**src/rtl/multicycle_control_pkg.sv**
```systemverilog
// Shared encodings for the multicycle MIPS control unit: FSM states, opcode/funct
// fields, ALU operation codes and datapath mux selects.
package multicycle_control_pkg;

  localparam logic [3:0] S_FETCH   = 4'd0;
  localparam logic [3:0] S_DECODE  = 4'd1;
  localparam logic [3:0] S_MEMADR  = 4'd2;
  localparam logic [3:0] S_MEMRD   = 4'd3;
  localparam logic [3:0] S_MEMWB   = 4'd4;
  localparam logic [3:0] S_MEMWR   = 4'd5;
  localparam logic [3:0] S_RTYPEEX = 4'd6;
  localparam logic [3:0] S_ALUWB   = 4'd7;
  localparam logic [3:0] S_BEQ     = 4'd8;
  localparam logic [3:0] S_ADDIEX  = 4'd9;
  localparam logic [3:0] S_ADDIWB  = 4'd10;
  localparam logic [3:0] S_JUMP    = 4'd11;

  localparam logic [5:0] OP_RTYPE = 6'b000000;
  localparam logic [5:0] OP_LW    = 6'b100011;
  localparam logic [5:0] OP_SW    = 6'b101011;
  localparam logic [5:0] OP_BEQ   = 6'b000100;
  localparam logic [5:0] OP_ADDI  = 6'b001000;
  localparam logic [5:0] OP_J     = 6'b000010;

  localparam logic [5:0] FN_ADD = 6'b100000;
  localparam logic [5:0] FN_SUB = 6'b100010;
  localparam logic [5:0] FN_AND = 6'b100100;
  localparam logic [5:0] FN_OR  = 6'b100101;
  localparam logic [5:0] FN_SLT = 6'b101010;

  localparam logic [2:0] ALU_ADD = 3'b010;
  localparam logic [2:0] ALU_SUB = 3'b110;
  localparam logic [2:0] ALU_AND = 3'b000;
  localparam logic [2:0] ALU_OR  = 3'b001;
  localparam logic [2:0] ALU_SLT = 3'b111;

  // ALUOP_NONE leaves ALUControl at 000 in states that do not use the ALU.
  localparam logic [1:0] ALUOP_ADD   = 2'b00;
  localparam logic [1:0] ALUOP_SUB   = 2'b01;
  localparam logic [1:0] ALUOP_FUNCT = 2'b10;
  localparam logic [1:0] ALUOP_NONE  = 2'b11;

  localparam logic [1:0] SRCB_B     = 2'b00;
  localparam logic [1:0] SRCB_FOUR  = 2'b01;
  localparam logic [1:0] SRCB_IMM   = 2'b10;
  localparam logic [1:0] SRCB_IMMSH = 2'b11;

  localparam logic [1:0] PCSRC_ALU    = 2'b00;
  localparam logic [1:0] PCSRC_ALUOUT = 2'b01;
  localparam logic [1:0] PCSRC_JUMP   = 2'b10;

endpackage

```
**src/rtl/multicycle_control_if.sv**
```systemverilog
// Control-unit <-> datapath bundle: instruction fields and Zero in, control strobes out.
interface multicycle_control_if #(parameter int STATE_W = 4);
  logic [5:0]         Op;
  logic [5:0]         Funct;
  logic               Zero;
  logic               IorD;
  logic               MemWrite;
  logic               IRWrite;
  logic               RegWrite;
  logic               RegDst;
  logic               MemtoReg;
  logic               ALUSrcA;
  logic [1:0]         ALUSrcB;
  logic [2:0]         ALUControl;
  logic [1:0]         PCSrc;
  logic               PCEn;
  logic [STATE_W-1:0] State;

  modport master (
    input  Op, Funct, Zero,
    output IorD, MemWrite, IRWrite, RegWrite, RegDst, MemtoReg,
           ALUSrcA, ALUSrcB, ALUControl, PCSrc, PCEn, State
  );

  modport slave (
    output Op, Funct, Zero,
    input  IorD, MemWrite, IRWrite, RegWrite, RegDst, MemtoReg,
           ALUSrcA, ALUSrcB, ALUControl, PCSrc, PCEn, State
  );
endinterface

```
**src/rtl/multicycle_control_alu_decoder.sv**
```systemverilog
// Maps the FSM's ALUOp request plus the R-type Funct field onto the ALU operation code.
module alu_decoder
  import multicycle_control_pkg::*;
(
  input  logic [1:0] alu_op,
  input  logic [5:0] funct,
  output logic [2:0] alu_control
);

  always_comb begin
    // NOTE: every path assigns alu_control (defaults via case default), so no latch is inferred.
    case (alu_op)
      ALUOP_ADD: alu_control = ALU_ADD;
      ALUOP_SUB: alu_control = ALU_SUB;
      ALUOP_FUNCT: begin
        case (funct)
          FN_ADD:  alu_control = ALU_ADD;
          FN_SUB:  alu_control = ALU_SUB;
          FN_AND:  alu_control = ALU_AND;
          FN_OR:   alu_control = ALU_OR;
          FN_SLT:  alu_control = ALU_SLT;
          default: alu_control = ALU_ADD;
        endcase
      end
      default: alu_control = 3'b000;
    endcase
  end

endmodule

```
**src/rtl/multicycle_control.sv**
```systemverilog
// Moore FSM sequencing the multicycle MIPS datapath (lw, sw, R-type, beq, addi, j).
module multicycle_control
  import multicycle_control_pkg::*;
#(
  parameter int STATE_W = 4
) (
  input  logic                clk,
  input  logic                reset,
  multicycle_control_if.master bus
);

  logic [STATE_W-1:0] state_q, state_d, cur_state;
  logic               iord, memwrite, irwrite, regwrite, regdst, memtoreg, alusrca;
  logic               pcwrite, branch;
  logic [1:0]         alusrcb, pcsrc, alu_op;

  always_ff @(posedge clk) begin
    // NOTE: non-blocking assignment for sequential state avoids read/write races between flops.
    if (reset) state_q <= STATE_W'(S_FETCH);
    else       state_q <= state_d;
  end

  // While reset is held, outputs decode as FETCH; write enables are masked below.
  assign cur_state = reset ? STATE_W'(S_FETCH) : state_q;

  always_comb begin
    iord     = 1'b0;
    memwrite = 1'b0;
    irwrite  = 1'b0;
    regwrite = 1'b0;
    regdst   = 1'b0;
    memtoreg = 1'b0;
    alusrca  = 1'b0;
    alusrcb  = SRCB_B;
    pcsrc    = PCSRC_ALU;
    alu_op   = ALUOP_NONE;
    pcwrite  = 1'b0;
    branch   = 1'b0;
    state_d  = STATE_W'(S_FETCH);
    case (cur_state)
      STATE_W'(S_FETCH): begin
        irwrite = 1'b1;
        alusrcb = SRCB_FOUR;
        alu_op  = ALUOP_ADD;
        pcwrite = 1'b1;
        state_d = STATE_W'(S_DECODE);
      end
      STATE_W'(S_DECODE): begin
        alusrcb = SRCB_IMMSH;
        alu_op  = ALUOP_ADD;
        case (bus.Op)
          OP_LW, OP_SW: state_d = STATE_W'(S_MEMADR);
          OP_RTYPE:     state_d = STATE_W'(S_RTYPEEX);
          OP_BEQ:       state_d = STATE_W'(S_BEQ);
          OP_ADDI:      state_d = STATE_W'(S_ADDIEX);
          OP_J:         state_d = STATE_W'(S_JUMP);
          default:      state_d = STATE_W'(S_FETCH);
        endcase
      end
      STATE_W'(S_MEMADR): begin
        alusrca = 1'b1;
        alusrcb = SRCB_IMM;
        alu_op  = ALUOP_ADD;
        if (bus.Op == OP_LW)      state_d = STATE_W'(S_MEMRD);
        else if (bus.Op == OP_SW) state_d = STATE_W'(S_MEMWR);
      end
      STATE_W'(S_MEMRD): begin
        iord    = 1'b1;
        state_d = STATE_W'(S_MEMWB);
      end
      STATE_W'(S_MEMWB): begin
        memtoreg = 1'b1;
        regwrite = 1'b1;
      end
      STATE_W'(S_MEMWR): begin
        iord     = 1'b1;
        memwrite = 1'b1;
      end
      STATE_W'(S_RTYPEEX): begin
        alusrca = 1'b1;
        alu_op  = ALUOP_FUNCT;
        state_d = STATE_W'(S_ALUWB);
      end
      STATE_W'(S_ALUWB): begin
        regdst   = 1'b1;
        regwrite = 1'b1;
      end
      STATE_W'(S_BEQ): begin
        alusrca = 1'b1;
        alu_op  = ALUOP_SUB;
        pcsrc   = PCSRC_ALUOUT;
        branch  = 1'b1;
      end
      STATE_W'(S_ADDIEX): begin
        alusrca = 1'b1;
        alusrcb = SRCB_IMM;
        alu_op  = ALUOP_ADD;
        state_d = STATE_W'(S_ADDIWB);
      end
      STATE_W'(S_ADDIWB): regwrite = 1'b1;
      STATE_W'(S_JUMP): begin
        pcsrc   = PCSRC_JUMP;
        pcwrite = 1'b1;
      end
      default: ;
    endcase
  end

  alu_decoder u_alu_decoder (
    .alu_op      (alu_op),
    .funct       (bus.Funct),
    .alu_control (bus.ALUControl)
  );

  assign bus.IorD     = iord;
  assign bus.MemWrite = memwrite & ~reset;
  assign bus.IRWrite  = irwrite & ~reset;
  assign bus.RegWrite = regwrite & ~reset;
  assign bus.RegDst   = regdst;
  assign bus.MemtoReg = memtoreg;
  assign bus.ALUSrcA  = alusrca;
  assign bus.ALUSrcB  = alusrcb;
  assign bus.PCSrc    = pcsrc;
  assign bus.PCEn     = (pcwrite | (branch & bus.Zero)) & ~reset;
  assign bus.State    = cur_state;

endmodule
```
**src/flat_wrapper.sv**
```systemverilog
// flat-port wrapper written by rule: the top's interface ports become plain ports
module multicycle_control_flat import multicycle_control_pkg::*;
#(
  parameter int STATE_W = 4
)
  (clk, reset, bus_Op, bus_Funct, bus_Zero, bus_IorD, bus_MemWrite, bus_IRWrite, bus_RegWrite, bus_RegDst, bus_MemtoReg, bus_ALUSrcA, bus_ALUSrcB, bus_ALUControl, bus_PCSrc, bus_PCEn, bus_State);
  multicycle_control_if #(.STATE_W(STATE_W)) bus_i ();
  input  logic clk;
  input  logic reset;
  input wire logic [$bits(bus_i.Op)-1:0] bus_Op;
  input wire logic [$bits(bus_i.Funct)-1:0] bus_Funct;
  input wire logic [$bits(bus_i.Zero)-1:0] bus_Zero;
  output wire logic [$bits(bus_i.IorD)-1:0] bus_IorD;
  output wire logic [$bits(bus_i.MemWrite)-1:0] bus_MemWrite;
  output wire logic [$bits(bus_i.IRWrite)-1:0] bus_IRWrite;
  output wire logic [$bits(bus_i.RegWrite)-1:0] bus_RegWrite;
  output wire logic [$bits(bus_i.RegDst)-1:0] bus_RegDst;
  output wire logic [$bits(bus_i.MemtoReg)-1:0] bus_MemtoReg;
  output wire logic [$bits(bus_i.ALUSrcA)-1:0] bus_ALUSrcA;
  output wire logic [$bits(bus_i.ALUSrcB)-1:0] bus_ALUSrcB;
  output wire logic [$bits(bus_i.ALUControl)-1:0] bus_ALUControl;
  output wire logic [$bits(bus_i.PCSrc)-1:0] bus_PCSrc;
  output wire logic [$bits(bus_i.PCEn)-1:0] bus_PCEn;
  output wire logic [$bits(bus_i.State)-1:0] bus_State;
  assign bus_i.Op = bus_Op;
  assign bus_i.Funct = bus_Funct;
  assign bus_i.Zero = bus_Zero;
  assign bus_IorD = bus_i.IorD;
  assign bus_MemWrite = bus_i.MemWrite;
  assign bus_IRWrite = bus_i.IRWrite;
  assign bus_RegWrite = bus_i.RegWrite;
  assign bus_RegDst = bus_i.RegDst;
  assign bus_MemtoReg = bus_i.MemtoReg;
  assign bus_ALUSrcA = bus_i.ALUSrcA;
  assign bus_ALUSrcB = bus_i.ALUSrcB;
  assign bus_ALUControl = bus_i.ALUControl;
  assign bus_PCSrc = bus_i.PCSrc;
  assign bus_PCEn = bus_i.PCEn;
  assign bus_State = bus_i.State;
  multicycle_control #(.STATE_W(STATE_W)) u_core (.clk(clk), .reset(reset), .bus(bus_i));
endmodule
```
**config.mk**
```make
export PLATFORM = sky130hd
export DESIGN_NAME = multicycle_control_flat
export DESIGN_NICKNAME = d
export VERILOG_FILES = /design/src/rtl/multicycle_control_pkg.sv /design/src/rtl/multicycle_control_if.sv /design/src/rtl/multicycle_control_alu_decoder.sv /design/src/rtl/multicycle_control.sv /design/src/flat_wrapper.sv
export SDC_FILE = /design/constraint.sdc
export NUM_CORES = 1
export LEC_CHECK = 0
export ABC_AREA = 1
export BUFFER_PORTS_ARGS = -buffer_cell sky130_fd_sc_hd__buf_4
export CORE_UTILIZATION = 42
export DETAILED_ROUTE_END_ITERATION = 16
export PLACE_DENSITY_LB_ADDON = 0.3
export SKIP_LAST_GASP = 1
export SLEW_MARGIN = 40
export SYNTH_ARGS = -nofsm -noshare
export SYNTH_HDL_FRONTEND = slang
export SYNTH_SLANG_ARGS = --single-unit
```
**constraint.sdc**
```tcl
create_clock -name clk -period 1.4 [get_ports clk]
set_input_delay 0.14 -clock clk [delete_from_list [all_inputs] [get_ports clk]]
set_output_delay 0.14 -clock clk [all_outputs]
set_load 0.005 [all_outputs]
```
==> results of run 1 <==
==> cells in the final DEF (no fill, tap or decap), types with 4 or more instances in the layout <==
master / netlist / final
buf_4: 0 / 42
nor2_1: 21 / 18
inv_1: 15 / 14
nand2_1: 13 / 12
nand3_1: 10 / 10
nor2_4: 5 / 7
nand2_4: 6 / 6
inv_2: 6 / 4
nand4_1: 4 / 4
==> power by group through the flow <==
stage | combinational [mW] | clock (mW) | sequential [mW]
finish | 0.143 | 0.157 | 0.119
CTS | 0.125 | 0.148 | 0.119
global placement | 0.119 | 0 | 0.122
floorplan | 0.0587 | 0 | 0.122
detailed placement | 0.122 | 0 | 0.122
global route | 0.157 | 0.169 | 0.119
==> layout make-up <==
class | count | area [um2]
inverter | 21 | 86.3
clock buffer | 3 | 22.5
tap | 14 | 17.5
timing repair buffer | 42 | 315
fill | 78 | 193
multi-input combinational | 74 | 464
sequential | 4 | 87.6
==> worst max-delay path, stage by stage (launching register included) <==
cell and delay (ns):
dfxtp_2 0.34, nand2_4 0.08, nor2_4 0.13, inv_2 0.07, nor2_4 0.12, nand2_1 0.09
a31oi_1 0.16, buf_4 0.14
==> per-stage QoR <==
stage	setup WS [ns]	setup TNS, ns	utilization, %	hold WS, ns	instance area, um2
2_1_floorplan	0.304	0	-	0.212	574
3_5_place_dp	0.102	0	70.8	0.345	840
5_1_grt	-0.156	-0.710	83.8	0.0884	993
4_1_cts	-0.0373	-0.132	76.1	0.0976	902
6_report	-0.109	-0.330	83.8	0.0964	993
3_3_place_gp	0.105	0	70.8	0.341	840
==> kinds of logic (layout without fill, tap and decap cells) <==
kind of cell / Yosys count / count (layout) / synth area share [%]
AND/OR/NAND/NOR: 63 / 63 / 61.4
flip-flops: 4 / 4 / 13.9
AO/OA/AOI/OAI: 11 / 11 / 10.9
buffers and inverters: 21 / 66 / 13.7
==> final timing paths <==
| check | start | to | slack, ns | depth (start not counted) |
|---|---|---|---|---|
| worst min-delay path | reset | u_core.state_q[0] | 0.1 | 2 |
| worst min register to register | u_core.state_q[2] | u_core.state_q[3] | 0.58 | 2 |
| worst max register to register | u_core.state_q[2] | u_core.state_q[0] | 0.26 | 8 |
| worst max-delay path | u_core.state_q[3] | bus_PCEn | -0.11 | 7 |
==> timing repair <==
item                                    4_1_cts  5_1_grt
resized for setup                             8       12
gates cloned                                  0        0
buffers inserted                              3        6
endpoints found under the setup margin        7        7
pin swaps                                     0        5
==> routing by layer <==
| metal | GRT usage (%) | part of all wire (%) | up-vias |
|---|---|---|---|
| met5 | 0 | 0 | - |
| met4 | 12.9 | 2.1 | 0 |
| met3 | 5.78 | 5.1 | 6 |
| met2 | 41.7 | 52 | 33 |
| met1 | 28.0 | 41 | 355 |
| li1 | - | - | 405 |
==> results.ini, run 1 <==
[pwr]
pwr-share-comb_pct=34.1
p_leak_nw=0.568
vdd_drop_max_mv=0.321
seq_power_share_pct=28.4
clkPwrFrac_pct=37.5
switchingPower_mw=0.139
intPower_mw=0.281
powerDensity_nw_per_um2=423
swShare_pct=33.0
total_power_mw=0.420

[synth]
synth_cells=99
synth_largest_area_cell=dfxtp_1
synthFlopType=dfxtp_1
ys_warn_count=0
syn_avg_cell_area_um2=5.80
async_flop_share_pct=0
synth-edff-count=0
synth_top_area_share_pct=13.9
syn_area_um2=574
ys_types=18
synth_most_common_cell=nor2_1
seq_area_frac_synth_pct=13.9
synthTopCellsByArea=dfxtp_1, nor2_1, nand2_4, inv_1, nor2_4
synth_seq_cells=4
syn_nets=114
synthTopCellsByCount=nor2_1, inv_1, nand2_1, nand3_1

[drt]
finalWirelength_um=2010
wl_per_cell_um=12.7
vias_per_cell=5.06
dr_total_vias=799
ant_nets=0
drt_iter0_drc=13
drtPass1Iterations=4
drc=0

[sta]
tightestPinTransition_ns=0.330
setup_violations=7
relSlewSlack_pct=77.9
fin_crit_ns=1.51
finalWorstSetupSlack_ns=-0.109
hold_viol=0
fmax_mhz=663
final.setup_skew_ns=0.0104
slew_viol_final=0
rsz0062_at_grt=yes
fin_crit_sh_pct=108

[clocking]
clock_latency_ns=0.25
cts_buffer_depth=2
numCtsBuffers=3
clock_sinks=4
cts-root-buf=clkbuf_4
cts.clk_slew.worst_paths_ns=0.04
cts_hold_buf=0
cts_tree=yes
htreeDepth=1

[floorplanning]
rows=12
die_y_um=39.0
ios=34
start_util_pct=48.4
fp.dieW_um=39.0
die-area_um2=1520
core_area_um2=1190

[global_routing]
grt.total_usage_pct=24.6
grt_pass1_wl_um=2560
grt_max_degree=7
antenna_found_initial=0
grt_pass1_vias=664
grt_overflow=0

[job]
maxCapViolCount=0

[placement]
hpwl_um=1270
place.gp.congestion=0.820
placedCellCount=146
numPortBuffers=33

[worst_setup_path]
worstPathRequired_ns=1.26
endpoint_kind=primary output
cp_max_fo=4
cp.arrival_ns=1.37
critical_path_class=flop to primary output
startpoint_type=flop

[layout]
largest_register_ff_count=4
nNetsFinal=161
reg_top3=u_core.state_q: 4 flops
regMostFlops=u_core.state_q
drive_above_1_share_pct=52.8
instances_no_fill=158
diodes=0
syn_to_final_growth_pct=73.0

[outcome]
status=complete, but fails checks
violations=negative setup slack

[hold_path]
min_path_type=primary input to flop

No activity file was read; power rests on OpenSTA's default activity.
==> inputs of run 2 (changes only) <==
--- a/config.mk
+++ b/config.mk
@@ -10,6 +10,7 @@
 export CORE_UTILIZATION = 42
 export DETAILED_ROUTE_END_ITERATION = 16
 export PLACE_DENSITY_LB_ADDON = 0.3
+export SETUP_SLACK_MARGIN = 0.1
 export SKIP_LAST_GASP = 1
 export SLEW_MARGIN = 40
 export SYNTH_ARGS = -nofsm -noshare
==> results.ini, run 2 (synthesis results as in run 1) <==
[drt]
vias_per_cell=5.19
dr_total_vias=826
drtPass1Iterations=4
ant_nets=0
wl_per_cell_um=12.2
drt_iter0_drc=19
finalWirelength_um=1940
drc=0

[layout]
layout_common_cells=buf_4, nor2_1, inv_1
instances_no_fill=159
regMostFlops=u_core.state_q
nNetsFinal=162
layout_commonest_cell=buf_4
reg_top3=u_core.state_q: 4 flops
syn_to_final_growth_pct=71.5
drive_above_1_share_pct=55.2
diodes=0
largest_register_ff_count=4

[clocking]
clock_sinks=4
cts_hold_buf=0
cts.clk_slew.worst_paths_ns=0.05
cts_buffer_depth=2
clock_latency_ns=0.25
htreeDepth=1
numCtsBuffers=3
cts_tree=yes
cts-root-buf=clkbuf_4

[sta]
whs_ns=0.0824
hold_viol=0
tightestPinTransition_ns=0.332
rsz0062_at_grt=yes
fin_crit_ns=1.49
fmax_mhz=671
final.setup_skew_ns=0.00988
slew_viol_final=0
fin_crit_sh_pct=106
finalWorstSetupSlack_ns=-0.0895
setup_violations=7
relSlewSlack_pct=77.8

[outcome]
status=complete, but fails checks
violations=negative setup slack

[floorplanning]
ios=34
die_y_um=39.0
die-area_um2=1520
rows=12
core_area_um2=1190
start_util_pct=48.4
fp.dieW_um=39.0

[job]
maxCapViolCount=0

[global_routing]
grt_busiest_layer=met2
antenna_found_initial=0
met2_usage_pct=50.0
grt_max_degree=6
grt_pass1_vias=742
grt_pass1_wl_um=2980
grt.total_usage_pct=29.1
met3_usage_pct=7.51
use_met1_pct=31.9
grt_overflow=0

[worst_setup_path]
worstPathCellList=nand2_4, nor2_4, inv_4, nor2_2, nor2_1, o21ai_0, buf_4
cp_max_fo=5
crit_slowest_cell=dfxtp_4
critical_path_class=flop to primary output
endpoint_kind=primary output
crit-reg2reg-launch=u_core.state_q[2]
worstSetupStartpoint=u_core.state_q[2]
startpoint_type=flop
cp_slowest_stage_delay_ns=0.38
worstPathRequired_ns=1.26
cp.arrival_ns=1.35

[pwr]
p_leak_nw=0.580
vdd_drop_max_mv=0.258
powerDensity_nw_per_um2=422
total_power_mw=0.415

[hold_path]
min_path_type=primary input to flop
worstHoldStart=reset

[placement]
place.gp.congestion=0.820
numPortBuffers=33
place_ws_ns=0.102
placedCellCount=146
hpwl_um=1270

run 2: layout make-up:
cell class              instances  area (um2)
inverters                      21        83.8
flip-flops and latches          4        87.6
repair buffers                 43         323
fillers                        69         201
multi-input cells              74         450
well taps                      14        17.5
clock buffers                   3        22.5
run 2: per-stage QoR:
step	util (%)	area (um2)	setup TNS, ns
finish	83.0	985	-0.425
global route	83.0	985	-0.928
CTS	80.8	958	-0.0836
detailed placement	70.8	840	0
global placement	70.8	840	0
floorplan	-	574	0
run 2: power breakdown:
part           internal [mW]  switching [mW]
Sequential             0.116         0.00288
Combinational         0.0658          0.0697
Clock                 0.0970          0.0637
Total                  0.279           0.136
run 2: metal layers:
metal | wire length, um | vias to the layer above | share of wire (%)
li1 | - | 406 | -
met1 | 813 | 378 | 42
met2 | 994 | 38 | 51
met3 | 100 | 4 | 5.1
met4 | 34 | 0 | 1.8
met5 | 0 | - | 0
run 2: critical path, delay by kind of cell, from the launching register on:
kind | cells | cell delay, ns
flip-flops | 1 | 0.38
AND/OR/NAND/NOR | 4 | 0.42
AO/OA/AOI/OAI | 1 | 0.08
buffers and inverters | 2 | 0.21
run 2: worst paths after layout:
| path | endpoint | slack, ns | depth (start not counted) |
|---|---|---|---|
| worst max-delay path | bus_RegWrite | -0.09 | 7 |
| worst min-delay path | u_core.state_q[0] | 0.08 | 2 |
| worst max register to register | u_core.state_q[0] | 0.13 | 9 |
| worst min register to register | u_core.state_q[3] | 0.58 | 2 |
run 2: timing repair:
action,CTS,global route
pin swaps,4,1
endpoints found under the setup margin,13,13
buffers inserted,9,1
gates resized for setup,13,5
==> inputs of run 3 (changes only) <==
--- a/config.mk
+++ b/config.mk
@@ -5,9 +5,8 @@
 export SDC_FILE = /design/constraint.sdc
 export NUM_CORES = 1
 export LEC_CHECK = 0
-export ABC_AREA = 1
 export BUFFER_PORTS_ARGS = -buffer_cell sky130_fd_sc_hd__buf_4
-export CORE_UTILIZATION = 42
+export CORE_UTILIZATION = 41
 export DETAILED_ROUTE_END_ITERATION = 16
 export PLACE_DENSITY_LB_ADDON = 0.3
 export SETUP_SLACK_MARGIN = 0.1
==> results.ini, run 3 <==
[placement]
place.gp.congestion=0.918
numPortBuffers=33
hpwl_um=1560

[clocking]
cts-root-buf=clkbuf_4
numCtsBuffers=3
cts_buffer_depth=2
htreeDepth=1
clock_sinks=4
cts_hold_buf=0

[floorplanning]
rows=12
fp.dieW_um=39.1
die_y_um=39.1
start_util_pct=47.5
ios=34

[outcome]
status=did not finish
error=[ERROR DPL-0038] Utilization greater than 100%, impossible to legalize
lastStage=global routing

[synth]
syn_area_um2=563
ys_types=33
syn_nets=100
synth_top_area_share_pct=14.2
seq_area_frac_synth_pct=14.2
synthTopCellsByCount=nor3_1, nand2_1, a21oi_1, nor2_1, inv_1
synth_largest_area_cell=dfxtp_1
ys_warn_count=0
synth-edff-count=0
async_flop_share_pct=0
synth_seq_cells=4
syn_avg_cell_area_um2=6.62
synth_cells=85
synthFlopType=dfxtp_1
synth_most_common_cell=nor3_1
synthTopCellsByArea=dfxtp_1, nor3_1, a21oi_1, nand2_1, nand2b_1

[sta]
crit_endpoint=bus_MemtoReg
worst_endpoint_kind=top-level output

[global_routing]
grt_max_degree=10

run 3: kinds of logic after synthesis:
group,count (synthesis),share of synthesized area [%]
and+or+nand+nor,48,50.7
AOI/OAI and AO/OA,19,22.4
buffers and inverters,12,9.55
DFF,4,14.2
xor gates and xnor gates,2,3.11
run 3: stage by stage:
step,worst slack (ns),instances,utilization (%),cell area (um2),setup TNS (ns)
after floorplan,-0.0413,85,-,568,-0.0413
after global placement,0.0521,138,75.5,896,0
after detailed placement,-0.0497,138,75.5,896,-0.0888
after CTS,-0.113,151,95.0,1130,-0.388
run 3: what timing repair did:
action,CTS
setup buffers,10
hold endpoints to repair,0
endpoints found under the setup margin,19
gates resized for setup,38
pin swaps,11
==> inputs of run 4 (changes only) <==
--- a/config.mk
+++ b/config.mk
@@ -6,10 +6,10 @@
 export NUM_CORES = 1
 export LEC_CHECK = 0
 export BUFFER_PORTS_ARGS = -buffer_cell sky130_fd_sc_hd__buf_4
-export CORE_UTILIZATION = 41
+export CORE_AREA = 2 2 63 65
 export DETAILED_ROUTE_END_ITERATION = 16
-export PLACE_DENSITY_LB_ADDON = 0.3
-export SETUP_SLACK_MARGIN = 0.1
+export DIE_AREA = 0 0 65 67
+export PLACE_DENSITY_LB_ADDON = 0.15
 export SKIP_LAST_GASP = 1
 export SLEW_MARGIN = 40
 export SYNTH_ARGS = -nofsm -noshare
==> results.ini, run 4 <==
[worst_setup_path]
crit_slowest_cell=or4b_4
crit-reg2reg-launch=u_core.state_q[2]
worstPathRequired_ns=1.26
cp_max_fo=3
r2r_end=u_core.state_q[0]
reg2reg_slack_ns=-0.02
crit_top_cell=buf_6
cp_slowest_stage_delay_ns=0.57
startpoint_type=flop
r2r_cells=4
worstPathCellList=or4b_4, buf_6, nand2_2, buf_6
path_depth=4
crit_family=simple AND/OR/NAND/NOR gates
cp.arrival_ns=1.38
critical_path_class=flop to primary output
endpoint_kind=primary output
critical_path_buf_inv_count=2

[layout]
regMostFlops=u_core.state_q
diodes=0
nNetsFinal=162
drive_above_1_share_pct=69.7
fin_area_um2=1320
largest_register_ff_count=4
layout_common_cells=buf_4, buf_6, nor3_2, nand2_1
final_util_pct=36.6
reg_top3=u_core.state_q: 4 flops
layout_commonest_cell=buf_4
fillers=388
syn_to_final_growth_pct=135

[global_routing]
grt_pass1_wl_um=3730
grt_max_degree=13
antenna_found_initial=0
grt_overflow=0
met2_usage_pct=18.7
grt_pass1_vias=812
grt.total_usage_pct=11.1
met3_usage_pct=2.53
use_met1_pct=13.6
grt_busiest_layer=met2

[synth]
synth-edff-count=0
ys_types=33
synth_most_common_cell=nor3_1
syn_avg_cell_area_um2=6.62
synthTopCellsByArea=dfxtp_1, nor3_1, a21oi_1, nand2_1, nand2b_1
synth_top_area_share_pct=14.2
syn_nets=100
synth_seq_cells=4
synth_cells=85
ys_warn_count=0
synth_largest_area_cell=dfxtp_1
syn_area_um2=563
synthFlopType=dfxtp_1
seq_area_frac_synth_pct=14.2
async_flop_share_pct=0
synthTopCellsByCount=nor3_1, nand2_1, a21oi_1, nor2_1, inv_1

[placement]
place_ws_ns=-0.0174
placed_cell_area_um2=978
numPortBuffers=33
place.gp.congestion=0.841
hpwl_um=1670

[floorplanning]
die-area_um2=4360
fp.dieW_um=65
start_util_pct=15.6
core_area_um2=3610
rows=22
die_y_um=67
ios=34

[hold_path]
whs_endpoint=u_core.state_q[0]
whs_path_depth=4
worstHoldStart=bus_Op[4]
min_path_type=primary input to flop

[sta]
fin_crit_sh_pct=109
finalWorstSetupSlack_ns=-0.121
setup_violations=5
hold_viol=0
whs_ns=0.242
fin_crit_ns=1.52
slew_viol_final=0
relSlewSlack_pct=79.9
final.setup_skew_ns=0.00275
rsz0062_at_grt=yes
finalSetupTns_ns=-0.259
fmax_mhz=657
tightestPinTransition_ns=0.298

[clocking]
cts_hold_buf=0
htreeDepth=1
numCtsBuffers=3
cts_tree=yes
clock_latency_ns=0.22
cts_buffer_depth=2
cts-root-buf=clkbuf_8
clock_sinks=4
cts.clk_slew.worst_paths_ns=0.03

[outcome]
status=complete, but fails checks
violations=negative setup slack

[pwr]
vdd_drop_max_mv=0.253
p_leak_nw=0.563
powerDensity_nw_per_um2=418

[job]
maxCapViolCount=0

[drt]
ant_nets=0
finalWirelength_um=2340
vias_per_cell=4.50
drc=0
drt_iter0_drc=12
drtPass1Iterations=4
dr_total_vias=868
wl_per_cell_um=12.1

## run 4: cell counts after synthesis
No cell type changed its count.
## run 4: report_power, final
group,switching (mW),internal (mW)
registers,0.00358,0.115
clock network,0.0588,0.183
logic,0.0865,0.105
total,0.149,0.403
## run 4: how the worst max path moves through the flow
stage,start,slack [ns],end
global placement,u_core.state_q[1],0.02,u_core.state_q[0]
global route,u_core.state_q[2],-0.15,bus_ALUSrcB[1]
floorplan,u_core.state_q[1],-0.04,u_core.state_q[0]
CTS,u_core.state_q[1],-0.13,bus_ALUSrcB[1]
finish,u_core.state_q[2],-0.12,bus_ALUSrcB[1]
detailed placement,bus_Op[5],-0.02,u_core.state_q[2]
## run 4: area by class of cell
cell class	instances	area, um2	share of cell area (%)
sequential	4	90.1	6.82
tap	48	60.1	4.55
inverter	5	18.8	1.42
timing repair buffer	64	518	39.2
multi-input combinational	69	593	44.9
clock buffer	3	41.3	3.12
## run 4: timing repair
action | in CTS | in global routing
setup endpoints to repair | 14 | 15
pin swaps | 4 | 11
setup buffers | 1 | 10
resized for setup | 21 | 33
gates cloned | 1 | 0
## run 4: worst reg2reg max path, stage by stage (launching register included)
cell	delay, ns
dfxtp_2	0.32
or4b_4	0.57
nor4_4	0.18
nand2_2	0.09
a311oi_2	0.18
## run 4: cell families (layout without fill, tap and decap cells)
logic type                Yosys count  in the layout  synth area share (%)
and+or+nand+nor                    48             48                  50.7
DFF                                 4              4                  14.2
buffers and inverters              12             72                  9.55
xor gates and xnor gates            2              2                  3.11
AOI/OAI and AO/OA                  19             19                  22.4
## run 4: stage by stage
stage | power (mW) | cells
floorplan | 0.181 | 85
global placement | 0.273 | 178
detailed placement | 0.273 | 178
CTS | 0.532 | 183
global route | 0.588 | 193
finish | 0.552 | 193
## run 4: layer usage
metal / share of wire, % / vias up
met3: 6.2 / 5
met1: 41 / 399
met4: 1.5 / 0
met2: 51 / 29
met5: 0 / -
li1: - / 435
